File: src/rtl/counter_ctrl.sv
// -----------------------------------------------------------------------------
// counter_ctrl
//
// Control block for a downstream 4-bit counter. It produces a registered,
// single-cycle increment pulse (enable) either continuously through a
// programmable prescaler (RUN), or once on request (STEP). It can optionally
// auto-halt when the downstream counter is about to reach 4'hF, so the counter
// parks at 15 and never wraps.
//
// Ports
//   clock       : single clock, all state updates on the rising edge
//   reset       : synchronous, active-low reset
//   start       : level input, rising edge requests free-run mode
//   stop        : level input, rising edge requests halt
//   step        : level input, rising edge requests one single increment
//   div         : prescale value, pulse period in RUN is div+1 cycles
//   stop_at_tc  : 1 = auto-halt when the projected counter value is 4'hF
//   count_in    : feedback from the downstream 4-bit counter output
//   enable      : registered single-cycle increment pulse to the counter
//   running     : high while the FSM is in RUN
//   done        : registered one-cycle pulse on auto-halt
// -----------------------------------------------------------------------------
module counter_ctrl #(
    parameter int DIV_W = 8
) (
    input  logic             clock,
    input  logic             reset,
    input  logic             start,
    input  logic             stop,
    input  logic             step,
    input  logic [DIV_W-1:0] div,
    input  logic             stop_at_tc,
    input  logic [3:0]       count_in,
    output logic             enable,
    output logic             running,
    output logic             done
);

    typedef enum logic [1:0] {
        ST_IDLE = 2'd0,
        ST_RUN  = 2'd1,
        ST_STEP = 2'd2
    } state_e;

    state_e           state_q, state_d;
    logic [DIV_W-1:0] presc_q, presc_d;
    logic             enable_q, enable_d;
    logic             done_q, done_d;

    // Previous values of the request inputs, used for rising-edge detection.
    logic             start_prev_q, stop_prev_q, step_prev_q;

    logic             start_edge, stop_edge, step_edge;
    logic [3:0]       proj_count;
    logic             tc_hit;
    logic             presc_hit;

    assign start_edge = start & ~start_prev_q;
    assign stop_edge  = stop  & ~stop_prev_q;
    assign step_edge  = step  & ~step_prev_q;

    // Value the downstream counter will hold after this edge: it increments
    // on the enable pulse currently being presented to it.
    assign proj_count = count_in + {3'b000, enable_q};
    assign tc_hit     = stop_at_tc & (proj_count == 4'hF);

    // Greater-or-equal (not equality) so that lowering div below the current
    // prescaler value fires on the next cycle instead of wrapping around.
    assign presc_hit  = (presc_q >= div);

    // -------------------------------------------------------------------------
    // State register
    // -------------------------------------------------------------------------
    // NOTE: sequential state is updated with non-blocking assignments so every
    // register samples the pre-edge values, independent of statement order.
    always_ff @(posedge clock) begin
        if (!reset) begin
            state_q      <= ST_IDLE;
            presc_q      <= '0;
            enable_q     <= 1'b0;
            done_q       <= 1'b0;
            // History resets high: an input held high through reset must
            // fall and rise again before it counts as a request.
            start_prev_q <= 1'b1;
            stop_prev_q  <= 1'b1;
            step_prev_q  <= 1'b1;
        end else begin
            state_q      <= state_d;
            presc_q      <= presc_d;
            enable_q     <= enable_d;
            done_q       <= done_d;
            start_prev_q <= start;
            stop_prev_q  <= stop;
            step_prev_q  <= step;
        end
    end

    // -------------------------------------------------------------------------
    // Next-state and next-output logic
    // -------------------------------------------------------------------------
    // NOTE: every signal written here gets a default first, so no path through
    // the case statement can leave one unassigned and infer a latch.
    always_comb begin
        state_d  = state_q;
        presc_d  = presc_q;
        enable_d = 1'b0;
        done_d   = 1'b0;

        unique case (state_q)
            ST_IDLE: begin
                if (stop_edge) begin
                    // A stop request outranks a simultaneous start or step.
                    state_d = ST_IDLE;
                end else if (start_edge) begin
                    state_d = ST_RUN;
                    presc_d = '0;
                end else if (step_edge) begin
                    state_d = ST_STEP;
                end
            end

            ST_STEP: begin
                // One-cycle state; request edges seen here are dropped.
                state_d  = ST_IDLE;
                enable_d = 1'b1;
            end

            ST_RUN: begin
                // Priority: stop, then terminal count, then prescaler. Start
                // and step edges are ignored while running.
                if (stop_edge) begin
                    state_d = ST_IDLE;
                    presc_d = '0;
                end else if (tc_hit) begin
                    state_d = ST_IDLE;
                    presc_d = '0;
                    done_d  = 1'b1;
                end else if (presc_hit) begin
                    presc_d  = '0;
                    enable_d = 1'b1;
                end else begin
                    presc_d = presc_q + 1'b1;
                end
            end

            default: begin
                state_d = ST_IDLE;
                presc_d = '0;
            end
        endcase
    end

    assign enable  = enable_q;
    assign done    = done_q;
    assign running = (state_q == ST_RUN);

endmodule

File: config.mk
export PLATFORM = sky130hd
export DESIGN_NAME = counter_ctrl
export DESIGN_NICKNAME = d
export VERILOG_FILES = /design/src/rtl/counter_ctrl.sv
export SDC_FILE = /design/constraint.sdc
export NUM_CORES = 1
export LEC_CHECK = 0
export BUFFER_PORTS_ARGS = -buffer_cell sky130_fd_sc_hd__buf_2
export CAP_MARGIN = 20
export CORE_MARGIN = 2
export CORE_UTILIZATION = 58
export DETAILED_ROUTE_END_ITERATION = 12
export PLACE_DENSITY = 0.84
export RECOVER_POWER = 50
export SLEW_MARGIN = 25
export SYNTH_ARGS = -nofsm -noshare
export SYNTH_HDL_FRONTEND = slang
export SYNTH_SLANG_ARGS = --single-unit
File: constraint.sdc
create_clock -name clock -period 4.5 [get_ports clock]
set_input_delay 0 -clock clock [delete_from_list [all_inputs] [get_ports clock]]
set_output_delay 0 -clock clock [all_outputs]
set_load 0.005 [all_outputs]
---- Word-level counts from Yosys, hierarchy flattened ----
Cells that the tools add are included.
word-level totals
  flip-flop bits (word level) ............. 15
  input port bits ......................... 18
  output and inout port bits .............. 3
  word-level logic and storage cells ...... 48
operators by class
  add/sub/neg operators ................... 2
  order comparisons ....................... 1
  equality and inequality tests ........... 7
  muxes and demuxes ....................... 17
  bitwise operators ....................... 10
  reductions and logical operators ........ 4
operators with widths
  operator               number
  $mux W8                5
  $pmux W8 S3            1
  $mux W2                5
  $add A8 B1 Y8 const B  1
  $ge A8 B8 Y1           1
  $not A1 Y1             6
  $add A4 B1 Y4          1
  $and A1 B1 Y1          4
  $eq A4 B4 Y1 const B   1
  $mux W1                4
  $ne A2 B2 Y1 const B   2
  $ne A4 B4 Y1 const B   1
  $pmux W2 S2            1
  $ne A3 B1 Y1 const B   1
  $reduce_and A3 Y1      1
  $reduce_or A3 Y1       1
  $eq A2 B1 Y1 const B   1
  $eq A2 B2 Y1 const B   1
  $logic_not A2 Y1       1
  $pmux W1 S2            1
  $reduce_and A2 Y1      1

---- Logic depth before layout (Yosys ltp) ----
Gate-level depths: netlist of the first run.
  depth in word-level cells ............... 6
  gate-level depth with buffers ........... 8
  gate-level depth less buffers ........... 7

---- Worst setup path after synthesis of the first run ----
OpenSTA, ideal clock, no wires.
  path type ............................... reg2reg
  start ................................... register presc_q[0]
  end ..................................... register presc_q[7]
  library setup time ...................... 0.093 ns
  arrival time ............................ 1.857 ns
  required time ........................... 4.407 ns
  slack ................................... 2.549 ns
  stages on the path, launching flop included .. 8
  buffers on the path ..................... 0
  period minus slack after synthesis ...... 1.951 ns
  cells stage by stage .................... dfxtp_1 -> inv_1 -> ha_1 -> nand2b_4 -> a2111o_1 -> a31oi_4 -> nand4_2 -> o311ai_2
between the ends
  cells in the longest elaborated chain, start to end .. 5
  elaborated cells between the ends (all ways) .. 6
  those cells by class .................... add/sub: 1; order compare: 1; mux: 4
ends and longest elaborated chain
  what                                                  line     text
  start, declared                                       46       logic [DIV_W-1:0] presc_q, presc_d;
  start signal, assigned                                89       presc_q <= presc_d;
  $add A8 B1 Y8 / $ge A8 B8 Y1 (equally long branches)  142, 69
  $mux W8 *                                             138      end else if (presc_hit) begin
  $mux W8 *                                             134      end else if (tc_hit) begin
  $mux W8 *                                             131      if (stop_edge) begin
  $pmux W8 S3 *                                         109      unique case (state_q)
Mark *: on every way between the ends. The rest lies on a longest branch, timed or not.
A chain may end at the register's enable or synchronous reset.

---- Final worst setup path of the first run ----
  start ................................... register enable_q, in the netlist enable
  end ..................................... register presc_q[7]
between the ends
  cells in the longest elaborated chain, start to end .. 6
ends and longest elaborated chain
  what                    line  text
  start, declared         47    logic enable_q, enable_d;
  start signal, assigned  90    enable_q <= enable_d;
  $add A4 B1 Y4           64    assign proj_count = count_in + {3'b000, enable_q};
  $eq A4 B4 Y1            65    assign tc_hit = stop_at_tc & (proj_count == 4'hF);
  $and A1 B1 Y1           65
  $mux W8                 134
  $mux W8                 131
  $pmux W8 S3             109
No other way between the ends.

==> impl_metrics.toml, run 1 <==
[run_status]
status = "finished, violations left"
violations = "hold timing"

[clock_tree]
cts_tree = "done"
h-tree-depth = 1
cts_resized = 0
cts_root_buf = "clkbuf_4"
cts_hold_buf = 3
cts_buffers = 3
clock_path_buffers = 2
clk_latency_ps = 290
clk_pin_slew_ps = 100
post-cts-setup-buffers = 0
clock_sinks = 15

[synthesis]
syn_inst = 124
synth.avg_cell_area_um2 = 8.66
synth_top_cell_area_share_pct = 28.0
synth_edf_count = 0
syn-cell-area_um2 = 1070
ys_async_sr_fraction_pct = 0
synth_cell_type_count = 34
synth-seq-cells = 15
yosys.area.top_type = "dfxtp_1"
synth-seq-area-share_pct = 28.0
synth_area_leaders = "dfxtp_1, ha_1, nand3_1"
synth.most_common_cell = "dfxtp_1"
yosys_warnings = 0
synth_common_cells = "dfxtp_1, ha_1, nand2_1"
syn_nets = 156
ys.flop_type = "dfxtp_1"

[worst_hold_path]
worstHoldStart = "count_in[3]"
hold_depth = 4
hold_end = "done$_SDFF_PP0_"
hold_path_class = "in -> reg"

[final_layout]
nNetsFinal = 180
drive_gt1_share_pct = 17.0
num_antenna_cells = 0
syn_to_final_growth_pct = 12.5
filler_cell_count = 148

[die]
die_y_um = 47.0
die_area_um2 = 2210
rows = 15
start_util_pct = 62.2
core_um2 = 1730
boundaryPins = 21
die_x_um = 47.0

[sta]
worst_slew_pin_slew_ps = 1160
finalHoldViolCount = 1
fmax_mhz = 394
slew_viol_final = 0
tns_ps = 0
skew_ps = 0.938
max_slew_margin_pct = 22.4
finalCriticalPeriod_ps = 2540
timing.hold.ws_ps = -1.58
setup_viol = 0
rsz0062_at_grt = "no"
fin_crit_sh_pct = 56.4

[placed_design]
io_buffer_count = 20
hpwl_um = 1630
gp_congestion = 0.749

[worst_setup_path]
critPathKind = "reg -> reg"
end_kind = "flip-flop"
cp.arrival_ps = 2740
critPathMaxFanout = 16
ff2ff_path_depth = 7
max_stage_delay_ps = 890
cp_slowest_cell = "a21oi_1"
crit_required_ps = 4700
crit_path_frequent_cell = "ha_1"
timing.rr.end = "presc_q[7]$_SDFFE_PN0P_"
reg2reg_slack_ps = 1960
crit_chain = "ha_1 > ha_1 > xnor2_1 > nor2_1 > a21oi_1 > nand4_2 > o311ai_2"
reg2reg_from = "enable$_SDFF_PN0_"
startpoint_type = "flip-flop"

[grt]
grt_antenna_before_repair = 0
grt_pass1_vias = 862
track_usage_pct = 22.4
grt_pass1_wl_um = 3510
grt_max_degree = 17
overflow = 0

[drt]
ant_nets = 0
drt_iter0_markers = 23
routed_wl_um = 2170
viasPerCell = 5.70
drc = 0
wl_per_cell_um = 12.6
vias = 980
firstDrtPassIters = 4

[job]
maxCapViolCount = 0

[pwr]
irDropWorstVdd_mv = 0.201
finalPower_uw = 259
powerDensity_nw_per_um2 = 214
power_leakage_nw = 0.532
## worst max-delay path: cells and delay by family (launching register included)
family,cells,cell delay [ps]
flops,1,330
fa+ha+maj,2,400
simple gates,2,350
xor+xnor,1,160
compound gates,2,1220
## worst max path at each step
stage	slack, ps	end	startpoint
global placement	2320	presc_q[7]$_SDFFE_PN0P_	presc_q[0]$_SDFFE_PN0P_
finish	1960	presc_q[7]$_SDFFE_PN0P_	enable$_SDFF_PN0_
global route	1840	presc_q[7]$_SDFFE_PN0P_	enable$_SDFF_PN0_
floorplan	2550	presc_q[7]$_SDFFE_PN0P_	presc_q[0]$_SDFFE_PN0P_
detailed placement	2230	presc_q[7]$_SDFFE_PN0P_	presc_q[0]$_SDFFE_PN0P_
CTS	2200	presc_q[7]$_SDFFE_PN0P_	presc_q[0]$_SDFFE_PN0P_
## metal layers
layer / wire length, µm / vias up / track usage [%] / part of all wire (%)
met4: 34 / 0 / 10.0 / 1.6
met3: 107 / 4 / 3.46 / 4.9
li1: - / 490 / - / -
met5: 0 / - / 0 / 0
met2: 1050 / 39 / 37.8 / 49
met1: 971 / 447 / 28.0 / 45
## logic make-up (layout without fill, tap and decap cells)
logic type	Yosys count	in the layout	share of synthesized area (%)
AND/OR/NAND/NOR	57	57	29.0
AO/OA/AOI/OAI	21	21	17.0
flip-flops	15	15	28.0
buffers and inverters	15	38	8.04
adder cells (fa/ha/maj)	14	14	16.3
XOR/XNOR	2	2	1.63
## power by group
part | switching, mW | total [mW] | internal [mW]
registers | 0.00122 | 0.136 | 0.135
logic | 0.0222 | 0.0398 | 0.0176
clock network | 0.0496 | 0.0828 | 0.0331
total | 0.0730 | 0.259 | 0.186
## registers in the layout (all words and copies together), names as in the netlist
signal,count
done,1
enable,1
step_prev_q,1
state_q,2
start_prev_q,1
stop_prev_q,1
presc_q,8
## cell type report
type,count,area (µm²),share of cell area (%)
repair buffers,23,124,10.3
clock buffers,3,22.5,1.87
clock inverters,1,5.00,0.415
inverters,11,41.3,3.42
well taps,25,31.3,2.59
flip-flops and latches,15,300,24.9
multi-input cells,94,683,56.6
## layout by cell type, fill, tap and decap left out, drive strengths merged, types with 5 or more instances in the layout
cell type,synthesis,layout
nand2,12,12
nor2b,5,5
nor2,7,7
buf,4,15
nand3,11,11
ha,14,14
dfxtp,15,15
clkbuf,0,8
inv,11,11
nand4,7,7
a21oi,5,5
nand2b,7,7
## through the flow
stage / instances / hold slack, ps / setup WS [ps] / util [%] / cell area [µm²]
6_report: 172 / -1.58 / 1960 / 69.9 / 1210
4_1_cts: 172 / 19.5 / 2200 / 70.5 / 1220
3_3_place_gp: 165 / 194 / 2320 / 67.2 / 1160
2_1_floorplan: 124 / 73.0 / 2550 / - / 1070
3_5_place_dp: 165 / 203 / 2230 / 67.2 / 1160
5_1_grt: 172 / 31.6 / 1840 / 69.9 / 1210
(Power assumes the default switching activity.)
==> run 2: changes to the inputs <==
--- a/config.mk
+++ b/config.mk
@@ -5,12 +5,13 @@
 export SDC_FILE = /design/constraint.sdc
 export NUM_CORES = 1
 export LEC_CHECK = 0
+export ABC_AREA = 1
 export BUFFER_PORTS_ARGS = -buffer_cell sky130_fd_sc_hd__buf_2
 export CAP_MARGIN = 20
 export CORE_MARGIN = 2
-export CORE_UTILIZATION = 58
+export CORE_UTILIZATION = 49
 export DETAILED_ROUTE_END_ITERATION = 12
-export PLACE_DENSITY = 0.84
+export PLACE_DENSITY = 0.76
 export RECOVER_POWER = 50
 export SLEW_MARGIN = 25
 export SYNTH_ARGS = -nofsm -noshare
==> constraint.sdc (replaced) <==
create_clock -name clock -period 2.15 [get_ports clock]
set_input_delay 0 -clock clock [delete_from_list [all_inputs] [get_ports clock]]
set_output_delay 0 -clock clock [all_outputs]
set_load 0.005 [all_outputs]
==> run 2 against run 1 <==
Compared with the run above: first-iteration DRC count is 57% lower; sequential power up 140%; largest cell class unchanged; the flow now finishes without violations; synthesized cell count rose by 40%; largest power group is now combinational logic; wire length down 0.46%; clock power increased by 97%; critical endpoint is now presc_q[6]$_SDFFE_PN0P_; highest routed layer unchanged; via count is 8.7% higher.
==> impl_metrics.toml, run 2 <==
[die]
die_area_um2 = 2670
boundaryPins = 21
core_um2 = 2170
start_util_pct = 51.3
rows = 17
die_y_um = 51.7
die_x_um = 51.7

[final_layout]
final_common_cell = "nand2_1"
syn_to_final_growth_pct = 18.4
reg.largest.list = "presc_q (8), state_q (2)"
filler_cell_count = 213
final_cell_mix = "nand2_1, nor2_1, inv_1"
largest_reg_flops = 8
final_util_pct = 60.8
nNetsFinal = 235
top_register = "presc_q"
drive_gt1_share_pct = 13.9
num_antenna_cells = 0

[drt]
met2WireLength_um = 1110
drt_iter0_markers = 10
routed_wl_um = 2160
ant_nets = 0
viasPerCell = 4.63
wl_per_cell_um = 9.37
drc = 0
vias = 1065
wl_met1_um = 960
highest_layer = "met4"
firstDrtPassIters = 4
wl_met3_um = 68

[grt]
grt_pass1_vias = 928
grt_antenna_before_repair = 0
track_usage_pct = 17.6
grt_pass1_wl_um = 3570
overflow = 0
grt_max_degree = 11

[synthesis]
synth_top_cell_area_share_pct = 27.0
synth.most_common_cell = "nand2_1"
syn_inst = 174
syn_nets = 206
synth-seq-cells = 15
ys.flop_type = "dfxtp_1"
synth_edf_count = 0
yosys_warnings = 0
ys_async_sr_fraction_pct = 0
synth_area_leaders = "dfxtp_1, ha_1, nand2_1"
synth_cell_type_count = 21
synth_common_cells = "nand2_1, nor2_1, inv_1"
syn-cell-area_um2 = 1110
synth-seq-area-share_pct = 27.0
synth.avg_cell_area_um2 = 6.40
yosys.area.top_type = "dfxtp_1"

[worst_setup_path]
crit_required_ps = 2320
crit_buf_inv = 0
critPathKind = "reg -> reg"
startpoint_type = "flip-flop"
crit_path_frequent_cell = "nor2_1"
critPathMaxFanout = 8
max_stage_delay_ps = 320
cp_top_family = "simple AND/OR/NAND/NOR gates"
crit_chain = "ha_1 > ha_1 > nand2_1 > nor2_1 > nand2_1 > nor2_1 > nor2_4 > nand2_1 > nor2_1 > nor2_1 > nor2_1"
cp_slowest_cell = "dfxtp_1"
cp.arrival_ps = 1840
end_kind = "flip-flop"

[clock_tree]
h-tree-depth = 1
cts_buffers = 3
cts_root_buf = "clkbuf_4"
clk_pin_slew_ps = 90
clock_path_buffers = 2
clk_latency_ps = 280
cts_tree = "done"
clock_sinks = 15
post-cts-setup-buffers = 0

[sta]
finalHoldViolCount = 0
rsz0062_at_grt = "no"
tns_ps = 0
worst_slew_pin_slew_ps = 328
finalCriticalPeriod_ps = 1670
setup_ws_ps = 480
fin_crit_sh_pct = 77.7
max_slew_margin_pct = 78.1
skew_ps = 6.48
setup_viol = 0
fmax_mhz = 599
slew_viol_final = 0

[placed_design]
place_ws_ps = 490
gp_congestion = 0.812
io_buffer_count = 20
hpwl_um = 1720

[pwr]
irDropWorstVdd_mv = 0.665
power_leakage_nw = 0.696
powerDensity_nw_per_um2 = 680

[worst_hold_path]
hold_path_class = "in -> reg"

[run_status]
status = "complete, no violations"

[job]
maxCapViolCount = 0
-- run 2: through the flow --
step                      hold slack (ps)  area (µm²)  cells  total power, mW
after floorplan                      96.4        1110    174            0.645
after global placement                184        1240    221            0.725
after detailed placement              189        1240    221            0.738
after CTS                            29.8        1320    230            0.905
after global routing                 53.2        1320    230            0.974
final                                26.3        1320    230            0.897
-- run 2: area by class of cell --
| type | instances | area [µm²] | area share, % |
|---|---|---|---|
| Inverter | 34 | 128 | 9.68 |
| Multi-Input combinational cell | 124 | 682 | 51.7 |
| Tap cell | 28 | 35.0 | 2.66 |
| Sequential cell | 15 | 300 | 22.8 |
| Clock buffer | 4 | 26.3 | 1.99 |
| Timing Repair Buffer | 25 | 148 | 11.2 |
-- run 2: path summary, 6_finish.rpt --
check	start	cells past startpoint	slack (ps)	endpoint
hold / removal	reset	3	30	state_q[0]$_SDFFE_PN0P_
hold reg to reg	state_q[1]$_SDFFE_PN0P_	2	540	state_q[1]$_SDFFE_PN0P_
setup / recovery	enable$_SDFF_PN0_	11	480	presc_q[6]$_SDFFE_PN0P_
setup reg to reg	enable$_SDFF_PN0_	11	480	presc_q[6]$_SDFFE_PN0P_
-- run 2: timing repair --
action / CTS / global route
resized for setup: 0 / 0
hold buffers: 5 / 0
hold endpoints to repair: 3 / 0
endpoints found under the setup margin: 0 / 0
-- run 2: worst min-delay path, delay by kind of cell --
family                 cells  cell delay, ps
AND/OR/NAND/NOR            2             110
buffers and inverters      1             160
-- run 2: power by group --
part           leakage (nW)  total [mW]  internal, mW  switching, mW
clock network        0.0150       0.163        0.0719         0.0909
registers             0.122       0.322         0.306         0.0162
logic                 0.559       0.412         0.154          0.258
total                 0.696       0.897         0.532          0.366
-- run 2: cell families after synthesis --
logic type,after synthesis,synth area share (%)
buffers and inverters,35,11.8
adder cells (fa/ha/maj),14,15.7
XOR/XNOR,2,1.57
flip-flops,15,27.0
AND/OR/NAND/NOR,95,36.6
AO/OA/AOI/OAI,13,7.30
-- run 2: layer usage --
layer  vias up  GRT usage, %
met1       463          19.8
met5         -             0
met2        15          33.8
li1        583             -
met3         4          3.45
met4         0          3.95
==> run 3: changes to the inputs <==
--- a/config.mk
+++ b/config.mk
@@ -5,13 +5,13 @@
 export SDC_FILE = /design/constraint.sdc
 export NUM_CORES = 1
 export LEC_CHECK = 0
-export ABC_AREA = 1
+export ABC_AREA = 0
 export BUFFER_PORTS_ARGS = -buffer_cell sky130_fd_sc_hd__buf_2
 export CAP_MARGIN = 20
 export CORE_MARGIN = 2
-export CORE_UTILIZATION = 49
+export CORE_UTILIZATION = 54
 export DETAILED_ROUTE_END_ITERATION = 12
-export PLACE_DENSITY = 0.76
+export PLACE_DENSITY = 0.79
 export RECOVER_POWER = 50
 export SLEW_MARGIN = 25
 export SYNTH_ARGS = -nofsm -noshare
==> constraint.sdc (replaced) <==
create_clock -name clock -period 1.7 [get_ports clock]
set_input_delay 0 -clock clock [delete_from_list [all_inputs] [get_ports clock]]
set_output_delay 0 -clock clock [all_outputs]
set_load 0.005 [all_outputs]
==> run 3 against run 2 <==
Compared with the run above: global-route usage up 6.8 points; non-clock buffer count is 20 higher; sequential share of layout area is 2.7 points lower; count of clock-buffer cells in the layout did not move; clock power increased by 29%; the flow now finishes with violations (setup timing); largest power group is now sequential cells; wire length increased by 38%; cell area rose by 15%; sequential cell count unchanged; core utilization up 18 points; register-to-register slack worse by 660 ps.
==> impl_metrics.toml, run 3 (synthesis gave the netlist of run 1 again) <==
[run_status]
status = "finished, violations left"
violations = "setup timing"

[sta]
max_slew_margin_pct = 79.3
rsz0062_at_grt = "yes"
slew_viol_final = 0
tns_ps = -1190
setup_ws_ps = -178
timing.hold.ws_ps = 46.2
fin_crit_sh_pct = 110
worst_slew_pin_slew_ps = 310
finalHoldViolCount = 0
finalCriticalPeriod_ps = 1880
skew_ps = 1.60
setup_viol = 9
fmax_mhz = 533

[die]
die_area_um2 = 2360
start_util_pct = 55.9
die_x_um = 48.6
die_y_um = 48.6
rows = 16
core_um2 = 1920
boundaryPins = 21

[worst_setup_path]
cp_slowest_cell = "a2111o_1"
reg2reg_slack_ps = -180
max_stage_delay_ps = 400
crit_required_ps = 1920
ff2ff_path_depth = 8
startpoint_type = "flip-flop"
reg2reg_from = "presc_q[0]$_SDFFE_PN0P_"
timing.rr.end = "presc_q[6]$_SDFFE_PN0P_"
end_kind = "flip-flop"
cp-startpoint = "presc_q[0]$_SDFFE_PN0P_"
critPathKind = "reg -> reg"
crit_chain = "inv_2 > ha_4 > nand2b_4 > a2111o_1 > a31oi_4 > buf_6 > nand4_1 > a31oi_1"
critPathMaxFanout = 7
cp.arrival_ps = 2090

[grt]
grt_pass1_vias = 1095
track_usage_pct = 24.4
grt_antenna_before_repair = 0
grt_pass1_wl_um = 4560
overflow = 0
grt_max_degree = 17

[worst_hold_path]
hold_path_class = "in -> reg"
hold_end = "start_prev_q$_SDFF_PN1_"
worstHoldStart = "reset"
hold_depth = 2

[final_layout]
drive_gt1_share_pct = 36.7
final_cell_area_um2 = 1510
top_register = "presc_q"
final_common_cell = "buf_2"
num_antenna_cells = 0
largest_reg_flops = 8
reg.largest.list = "presc_q (8), state_q (2)"
nNetsFinal = 202
final_cells = 196
final_cell_mix = "buf_2, buf_4, dfxtp_1"
final_util_pct = 78.6
filler_cell_count = 133
syn_to_final_growth_pct = 40.8

[placed_design]
gp_congestion = 0.901
placed_cells = 180
dpl_cell_area_um2 = 1280
hpwl_um = 1870
io_buffer_count = 20
place_ws_ps = -130

[clock_tree]
h-tree-depth = 1
cts_tree = "done"
cts_root_buf = "clkbuf_4"
clock_sinks = 15
clk_pin_slew_ps = 90
clk_latency_ps = 280
clock_path_buffers = 2
cts_buffers = 3

[job]
maxCapViolCount = 0

[pwr]
finalPower_uw = 717
irDropWorstVdd_mv = 0.449
power_leakage_nw = 0.673
powerDensity_nw_per_um2 = 474

[drt]
routed_wl_um = 2970
wl_per_cell_um = 15.1
drc = 0
drt_iter0_markers = 41
ant_nets = 0
vias = 1133
firstDrtPassIters = 4
viasPerCell = 5.78
[run 3: changes by cell type in the layout (fill, tap and decap cells not counted), moves of 3 or more]
cell and delta:
nand2_1 -30, buf_6 +4, nor2b_1 +5, a21oi_1 -3
ha_4 +3, inv_1 -23, nand3_1 +6, nand4_1 +3
nor2_1 -32, ha_1 -3, nand2b_1 +6, buf_4 +18
[run 3: worst max-delay path: cells and delay by family, from the launching register on]
kind                     cells  cell delay [ps]
AO/OA/AOI/OAI                3              800
AND/OR/NAND/NOR              2              230
flip-flops                   1              350
buffers and inverters        2              220
adder cells (fa/ha/maj)      1              200
[run 3: worst max-delay path by stage]
stage                                   end  slack, ps  cells after the start
floorplan           presc_q[7]$_SDFFE_PN0P_        -40                      7
global placement          enable$_SDFF_PN0_        -80                      8
detailed placement  state_q[0]$_SDFFE_PN0P_       -130                      8
CTS                 presc_q[6]$_SDFFE_PN0P_       -150                      8
global route        presc_q[6]$_SDFFE_PN0P_       -220                      8
finish              presc_q[6]$_SDFFE_PN0P_       -180                      8
[run 3: cell type report]
class | instances | area (µm²) | area share, %
Inverter | 11 | 41.3 | 2.73
Sequential cell | 15 | 303 | 20.0
Tap cell | 27 | 33.8 | 2.24
Clock buffer | 4 | 26.3 | 1.74
Timing Repair Buffer | 45 | 309 | 20.4
Multi-Input combinational cell | 94 | 798 | 52.8
[run 3: what timing repair did]
item / 4_1_cts / 5_1_grt
gates resized for setup: 11 / 6
endpoints found under the setup margin: 11 / 11
hold endpoints to repair: 3 / 0
pin swaps: 6 / 5
hold buffers: 3 / 0
buffers inserted: 9 / 1
[run 3: metal layers]
layer | GRT usage [%] | part of all wire [%] | vias to the layer above
met5 | 0 | 0 | -
li1 | - | - | 536
met4 | 5.71 | 0.88 | 0
met1 | 28.0 | 38 | 540
met2 | 47.5 | 53 | 51
met3 | 3.40 | 7.3 | 6
[run 3: power breakdown]
| group | internal (mW) | switching, mW | total, mW |
|---|---|---|---|
| registers | 0.358 | 0.00308 | 0.361 |
| clock network | 0.0911 | 0.119 | 0.210 |
| logic | 0.0686 | 0.0776 | 0.146 |
| total | 0.517 | 0.200 | 0.717 |
